**src/rtl/pll_loop_ctrl.sv**
```systemverilog
// -----------------------------------------------------------------------------
// pll_loop_ctrl
//
// Loop-filter controller that sits after the PLL phase detector. It turns the
// detector's forwarding/slowing requests into a saturating DCO tuning word.
// It sequences three phases:
//   - acquisition: coarse steps of ACQ_STEP
//   - tracking: unit steps
//   - lock: declared after LOCK_CNT consecutive quiet windows
//
// Optional feature macro: PLL_CTRL_HOLDOVER_EN
//   When defined, the holdover_i port exists and the HOLD state can be entered
//   from TRACK or LOCKED. In HOLD the tuning word is frozen.
//   When undefined, the port is absent and HOLD is unreachable.
//
// Ports
//   clk_i        in   1       system clock, rising edge
//   reset_i      in   1       synchronous active-low reset
//   enable_i     in   1       loop enable; low forces IDLE from any state
//   forwarding_i in   1       phase detector "speed up" request
//   slowing_i    in   1       phase detector "slow down" request
//   holdover_i   in   1       freeze request (PLL_CTRL_HOLDOVER_EN only)
//   tune_o       out  TUNE_W  registered DCO tuning word
//   locked_o     out  1       registered lock indicator
//   state_o      out  3       FSM state: IDLE=0 ACQUIRE=1 TRACK=2 LOCKED=3 HOLD=4
// -----------------------------------------------------------------------------
module pll_loop_ctrl #(
  parameter int TUNE_W    = 12,
  parameter int TUNE_INIT = 2048,
  parameter int ACQ_STEP  = 16,
  parameter int REV_CNT   = 4,
  parameter int LOCK_WIN  = 256,
  parameter int LOCK_TOL  = 8,
  parameter int LOCK_CNT  = 4
) (
  input  logic              clk_i,
  input  logic              reset_i,
  input  logic              enable_i,
  input  logic              forwarding_i,
  input  logic              slowing_i,
`ifdef PLL_CTRL_HOLDOVER_EN
  input  logic              holdover_i,
`endif
  output logic [TUNE_W-1:0] tune_o,
  output logic              locked_o,
  output logic [2:0]        state_o
);

  localparam int REV_W  = $clog2(REV_CNT + 1);
  localparam int WIN_W  = $clog2(LOCK_WIN);
  // One bit wider than the window index: a window can hold LOCK_WIN corrections.
  localparam int CORR_W = $clog2(LOCK_WIN + 1);
  localparam int GOOD_W = $clog2(LOCK_CNT + 1);

  localparam logic [TUNE_W-1:0] TUNE_INIT_W = TUNE_W'(TUNE_INIT);
  localparam logic [TUNE_W-1:0] ACQ_STEP_W  = TUNE_W'(ACQ_STEP);
  localparam logic [TUNE_W-1:0] TUNE_ONE    = TUNE_W'(1);
  localparam logic [REV_W-1:0]  REV_LAST    = REV_W'(REV_CNT - 1);
  localparam logic [WIN_W-1:0]  WIN_LAST    = WIN_W'(LOCK_WIN - 1);
  localparam logic [CORR_W-1:0] LOCK_TOL_W  = CORR_W'(LOCK_TOL);
  localparam logic [GOOD_W-1:0] LOCK_CNT_W  = GOOD_W'(LOCK_CNT);

  typedef enum logic [2:0] {
    IDLE    = 3'd0,
    ACQUIRE = 3'd1,
    TRACK   = 3'd2,
    LOCKED  = 3'd3,
    HOLD    = 3'd4
  } state_e;

  state_e              state_q, state_d;
  logic [TUNE_W-1:0]   tune_q, tune_d;
  logic                locked_q, locked_d;
  logic                dir_valid_q, dir_valid_d;
  logic                dir_up_q, dir_up_d;
  logic [REV_W-1:0]    rev_cnt_q, rev_cnt_d;
  logic [WIN_W-1:0]    win_cnt_q, win_cnt_d;
  logic [CORR_W-1:0]   corr_cnt_q, corr_cnt_d;
  logic [GOOD_W-1:0]   good_cnt_q, good_cnt_d;

  // Without the holdover feature the request is tied off, so HOLD can never
  // be entered.
  logic hold_req;
`ifdef PLL_CTRL_HOLDOVER_EN
  assign hold_req = holdover_i;
`else
  assign hold_req = 1'b0;
`endif

  // Both requests high, or both low, means no correction.
  logic corr_up, corr_dn, corr_any;
  assign corr_up  = forwarding_i & ~slowing_i;
  assign corr_dn  = slowing_i & ~forwarding_i;
  assign corr_any = corr_up | corr_dn;

  // Saturating tuning step. The extra sum bit detects overflow past the top
  // code. Underflow is caught by comparing against the step before subtracting.
  logic [TUNE_W-1:0] step_sel;
  logic [TUNE_W-1:0] tune_stepped;
  logic [TUNE_W:0]   up_sum;

  always_comb begin
    step_sel     = (state_q == ACQUIRE) ? ACQ_STEP_W : TUNE_ONE;
    up_sum       = {1'b0, tune_q} + {1'b0, step_sel};
    tune_stepped = tune_q;
    if (corr_up) begin
      tune_stepped = up_sum[TUNE_W] ? {TUNE_W{1'b1}} : up_sum[TUNE_W-1:0];
    end else if (corr_dn) begin
      tune_stepped = (tune_q < step_sel) ? '0 : (tune_q - step_sel);
    end
  end

  // Window bookkeeping. The correction seen in the window's last cycle is
  // folded into the total before the window is judged.
  logic              win_last;
  logic              win_good;
  logic [CORR_W-1:0] corr_total;
  logic [GOOD_W-1:0] good_inc;

  always_comb begin
    win_last   = (win_cnt_q == WIN_LAST);
    corr_total = corr_cnt_q + {{(CORR_W-1){1'b0}}, corr_any};
    win_good   = (corr_total <= LOCK_TOL_W);
    good_inc   = (good_cnt_q == LOCK_CNT_W) ? good_cnt_q : (good_cnt_q + GOOD_W'(1));
  end

  // Next-state and datapath updates.
  always_comb begin
    state_d     = state_q;
    tune_d      = tune_q;
    locked_d    = locked_q;
    dir_valid_d = dir_valid_q;
    dir_up_d    = dir_up_q;
    rev_cnt_d   = rev_cnt_q;
    win_cnt_d   = win_cnt_q;
    corr_cnt_d  = corr_cnt_q;
    good_cnt_d  = good_cnt_q;

    case (state_q)
      IDLE: begin
        if (enable_i) begin
          state_d     = ACQUIRE;
          tune_d      = TUNE_INIT_W;
          dir_valid_d = 1'b0;
          dir_up_d    = 1'b0;
          rev_cnt_d   = '0;
        end
      end

      ACQUIRE: begin
        if (!enable_i) begin
          state_d  = IDLE;
          locked_d = 1'b0;
        end else begin
          tune_d = tune_stepped;
          if (corr_any) begin
            dir_valid_d = 1'b1;
            dir_up_d    = corr_up;
            // The first correction only primes the direction register; it
            // has nothing to reverse against.
            if (dir_valid_q && (dir_up_q != corr_up)) begin
              rev_cnt_d = rev_cnt_q + REV_W'(1);
              if (rev_cnt_q == REV_LAST) begin
                state_d    = TRACK;
                win_cnt_d  = '0;
                corr_cnt_d = '0;
                good_cnt_d = '0;
              end
            end
          end
        end
      end

      TRACK, LOCKED: begin
        if (!enable_i) begin
          state_d  = IDLE;
          locked_d = 1'b0;
        end else if (hold_req) begin
          // locked_q is left untouched, so lock status survives holdover
          // only when it was already asserted.
          state_d = HOLD;
        end else begin
          tune_d = tune_stepped;
          if (win_last) begin
            win_cnt_d  = '0;
            corr_cnt_d = '0;
            if (win_good) begin
              good_cnt_d = good_inc;
              if ((state_q == TRACK) && (good_inc == LOCK_CNT_W)) begin
                state_d  = LOCKED;
                locked_d = 1'b1;
              end
            end else begin
              good_cnt_d = '0;
              state_d    = TRACK;
              locked_d   = 1'b0;
            end
          end else begin
            win_cnt_d  = win_cnt_q + WIN_W'(1);
            corr_cnt_d = corr_total;
          end
        end
      end

      HOLD: begin
        if (!enable_i) begin
          state_d  = IDLE;
          locked_d = 1'b0;
        end else if (!hold_req) begin
          state_d    = TRACK;
          locked_d   = 1'b0;
          win_cnt_d  = '0;
          corr_cnt_d = '0;
          good_cnt_d = '0;
        end
      end

      default: begin
        state_d  = IDLE;
        locked_d = 1'b0;
      end
    endcase
  end

  always_ff @(posedge clk_i) begin
    if (!reset_i) begin
      state_q     <= IDLE;
      tune_q      <= TUNE_INIT_W;
      locked_q    <= 1'b0;
      dir_valid_q <= 1'b0;
      dir_up_q    <= 1'b0;
      rev_cnt_q   <= '0;
      win_cnt_q   <= '0;
      corr_cnt_q  <= '0;
      good_cnt_q  <= '0;
    end else begin
      state_q     <= state_d;
      tune_q      <= tune_d;
      locked_q    <= locked_d;
      dir_valid_q <= dir_valid_d;
      dir_up_q    <= dir_up_d;
      rev_cnt_q   <= rev_cnt_d;
      win_cnt_q   <= win_cnt_d;
      corr_cnt_q  <= corr_cnt_d;
      good_cnt_q  <= good_cnt_d;
    end
  end

  assign tune_o   = tune_q;
  assign locked_o = locked_q;
  assign state_o  = state_q;

endmodule

```
**config.mk**
```make
export PLATFORM = sky130hd
export DESIGN_NAME = pll_loop_ctrl
export DESIGN_NICKNAME = d
export VERILOG_FILES = /design/src/rtl/pll_loop_ctrl.sv
export SDC_FILE = /design/constraint.sdc
export NUM_CORES = 1
export LEC_CHECK = 0
export ABC_CLOCK_PERIOD_IN_PS = 3300
export CAP_MARGIN = 40
export CORE_ASPECT_RATIO = 0.7
export CORE_UTILIZATION = 59
export CTS_CLUSTER_DIAMETER = 80
export DETAILED_ROUTE_END_ITERATION = 10
export PLACE_DENSITY = 0.82
export SLEW_MARGIN = 20
export SYNTH_ARGS = -nofsm -noshare
export SYNTH_HDL_FRONTEND = slang
export SYNTH_SLANG_ARGS = --single-unit
```
**constraint.sdc**
```tcl
create_clock -name clk_i -period 3.3 [get_ports clk_i]
set_clock_uncertainty 0.15 [all_clocks]
set_input_delay 0.495 -clock clk_i [delete_from_list [all_inputs] [get_ports clk_i]]
set_output_delay 0.495 -clock clk_i [all_outputs]
set_load 0.02 [all_outputs]
```
==> run summary <==
The signal on the critical path passes through clkdlybuf4s50_1 > inv_1 > ha_1 > inv_1 > ha_1 > ha_2 > nor2_1 > a21oi_1 > o31a_1 > a221oi_4 > nor3_1 > a2111oi_2. The routed metal-1 wirelength came out at 3.365 mm. The routed length on met2 came out at 3.053 mm. The layout cell share with drive strength beyond 1 came out at 8.527%. Counting the buffers created by CTS gives 5. The number of violations of the max-capacitance limit came out at 0.

The number of buffers inserted for hold repair after clock tree synthesis came out at 0. The top cell types in the final layout, fill and taps aside, are 41 x nor2_1, 40 x dfxtp_1, 31 x nand2_1, 29 x a21oi_1, 23 x o21ai_0. The clock drives 40 sinks.

The flow ran to the end, but the final reports show violations. Counting the fill cells in the layout gives 352. The post-synth net total came out at 391.

Leaving out fill and tap cells, the most frequent cell in the layout is nor2_1. The final cycle utilization of the critical path came out at 94.13%. The leading area contributor after synthesis is dfxtp_1. The final RePlAce weighted congestion is 0.9685. The sum of negative setup slack is 0 ps. Measured against its own limit, the worst slew margin works out to 59.62%. The via count came out at 2834. Of all nets on the critical path, the largest fanout is 4. Once detailed placement completed, the half-perimeter wirelength came to 5.102 mm.

The initial detailed-routing violation count is 447. The instance count of the mapped netlist came out at 371. The worst setup path is captured at a flop. The overall overflow remaining after global route came out at 0. The worst path meets setup with 193.8 ps of slack. In the routed layout, each cell is associated on average with a via count of 6.412.

The clock-pin slew on the worst setup and hold paths is 80 ps. TritonCTS built the clock tree. The average instance area after synthesis is 7.531 µm².

The number of antenna diodes came out at 0. The sum of met3 wire segment lengths after detailed routing is 683 µm. The horizontal die dimension is 84.25 µm.

The final number of max-transition violations was 0. The final reports fail on design-rule violations. The clock network fraction of design power is 32.2%. The initial cell density of the core is 63.08%. The total global routing track utilization came out at 29.82%. In the synthesized netlist the dominant register cell turns out to be dfxtp_1. After synthesis, the cell types taking the most area are dfxtp_1 29%, ha_1 6.7%, nor2_1 5.5%, a21oi_1 5.2%, nand2_1 4.2%. The maximum clock frequency came out at 0.3219 GHz.

The category of the critical setup timing path is in2reg. The final hold violation count came out at 0. The worst hold path begins at corr_cnt_q[0]$_SDFFE_PN0P_. The maximum number of pins on one net before global-route repair is 24. The number of flops mapped to enable cells by yosys is 0. The initial antenna violation count is 0. CTS built an H-tree with a depth of 2. The number of placed I/O pins came out at 21.

The synthesis-stage register bit count came out at 40. The count of input and output buffers came out at 19. The number of rows created at floorplan came out at 20. The worst-margin pin slew is 603.8 ps.

The number of warnings reported in the yosys synthesis log came out at 0. The number of unique standard cell types used by synthesis came out at 61. The highest metal layer carrying signal wires in the routed design is met4. STA puts the critical path data arrival time at 3150 ps. The async set-reset flop share out of synthesis is 0%. The die footprint is 5019 µm².

The worst register-to-register path begins at state_o[1]$_SDFFE_PN0P_. The core outline area is 4429 µm². The time the final worst path needs with I/O delays and setup is 3106 ps. The number of global-route vias before repair came out at 2463.

The part of the total power dissipated in sequential elements came out at 40.7%. The master cell of the clock root buffer is clkbuf_8. After detailed routing, the average wire length per cell comes to 16.30 µm. The logic gate share of total power came out at 27.1%. The launching element type of the critical path is an input port.

In this run the worst hold path is classified as reg2reg. The area share of the leading cell type in the synthesized netlist is 28.66%. The die is 59.58 µm tall. The number of nets with antenna violations after detailed routing is 0. The kind of cell with the highest combined delay along the critical path is compound AO/OA/AOI/OAI gates. The mapped cell area is 2794 µm². The data required time of the worst path is 3350 ps. The global-route wire length before repair came out at 11.61 mm. The buffer and inverter count on the worst path is 3. The analysis attributes to net switching a power of 0.3912 mW. The final setup violation count came out at 0.

The largest stage delay on the critical path is 490 ps. The leakage power is 1.196 nW. The register area share after synthesis came out at 28.66%. The minimum setup slack after placement is -120.9 ps. Relative to the synthesized area, the layout overhead comes to 12.72%. The slowest stage of the critical path is the clkdlybuf4s50_1 cell. The switching share of power is 31.20%. VDD sags by at most 0.0003375 V. For this run, design rule violations remaining after detail routing come to 4. Clock latency on the worst-skew pair, taken at its later pin, is 300 ps. The number of optimization iterations in the first detailed-route pass is 8. The number of buffers on the longest clock path came out at 2. In this run the worst setup path begins at forwarding_i. The post-CTS setup buffer count came out at 0. Setup repair after global routing left no endpoint under its margin. For this block, the routed nets add up to 7.206 mm of wire.

For this design the ratio of total power to cell area is 398.2 nW/µm². The layout net count is 406. The design internal power came out at 0.8628 mW.
-- timing repair --
| item | 4_1_cts | 5_1_grt |
|---|---|---|
| hold endpoints to repair | 0 | 0 |
| gates resized for setup | 0 | 1 |
| setup endpoints to repair | 0 | 1 |
-- per-layer routing --
layer,vias to the layer above,global-route usage [%]
li1,1371,-
met1,1301,42.15
met2,141,43.09
met3,21,7.939
met4,0,12.32
met5,-,0
-- kinds of logic after synthesis --
| group | after synthesis | share of synthesized area (%) |
|---|---|---|
| simple gates | 147 | 26.78 |
| compound gates | 108 | 25.71 |
| buf+inv | 42 | 6.269 |
| flops | 40 | 28.66 |
| xor+xnor | 16 | 5.016 |
| fa+ha+maj | 15 | 6.717 |
| mux | 2 | 0.7166 |
| other cells | 1 | 0.1342 |
-- synth_stat cells (4+ instances only) --
library cell	instances
dfxtp_1	40
a31oi_1	8
nor3_1	9
o21ai_0	23
ha_1	15
o21ai_1	7
buf_2	4
nand2_1	31
nand3_1	16
o211ai_1	8
clkbuf_1	16
a21oi_1	29
nor4_1	4
and2_1	4
o31ai_1	4
nand2b_1	4
xnor2_1	9
nor2_1	41
a22oi_1	5
nor3b_1	4
inv_1	18
a21o_1	4
xor2_1	7
nand4_1	7
nor2b_1	5
and3_1	5
-- final cells by class --
type	instances	area, µm²	share of cell area, %
multi-input cells	289	1821	57.81
flip-flops and latches	40	800.8	25.43
repair buffers	31	280.3	8.899
clock buffers	6	72.57	2.304
inverters	19	71.32	2.265
well taps	55	68.82	2.185
clock inverters	2	35.03	1.112
-- power groups by stage --
stage / Clock (mW) / Sequential, mW / Combinational, mW
6_report: 0.403 / 0.510 / 0.340
3_3_place_gp: 0 / 0.521 / 0.320
4_1_cts: 0.410 / 0.509 / 0.331
5_1_grt: 0.433 / 0.512 / 0.369
3_5_place_dp: 0 / 0.521 / 0.329
2_1_floorplan: 0 / 0.525 / 0.239
-- state kept, by name, summed over array words and instances, names as in the netlist, 2 cells and up --
register / count
corr_cnt_q: 9
good_cnt_q: 3
rev_cnt_q: 3
state_o: 2
tune_o: 12
win_cnt_q: 8
-- final timing paths --
kind | to | slack, ps | cells after the start
worst max register to register | tune_o[9]$_SDFFE_PN0P_ | 500 | 8
worst min-delay path | corr_cnt_q[0]$_SDFFE_PN0P_ | 310 | 2
worst max-delay path | state_o[0]$_SDFFE_PN0P_ | 190 | 12
worst min register to register | corr_cnt_q[0]$_SDFFE_PN0P_ | 310 | 2
-- through the flow --
| stage | total power [mW] | utilization [%] | hold slack [ps] | instances | area (µm²) |
|---|---|---|---|---|---|
| after floorplan | 0.7639 | - | 286.2 | 371 | 2794 |
| after global placement | 0.8406 | 68.62 | 292.9 | 434 | 3039 |
| after detailed placement | 0.8498 | 68.62 | 304.0 | 434 | 3039 |
| after CTS | 1.250 | 71.05 | 315.4 | 442 | 3147 |
| after global routing | 1.314 | 71.10 | 358.0 | 442 | 3149 |
| final | 1.254 | 71.10 | 314.9 | 442 | 3149 |
-- worst register-to-register path, cell delays in order (launching register included) --
cell	delay, ps
dfxtp_1	330
nand2b_1	240
ha_1	530
and4b_1	290
o2111ai_1	340
nand2_1	280
o31ai_1	300
a31oi_1	80
a21o_1	160
Note: power is estimated with default switching activity, not from simulation.
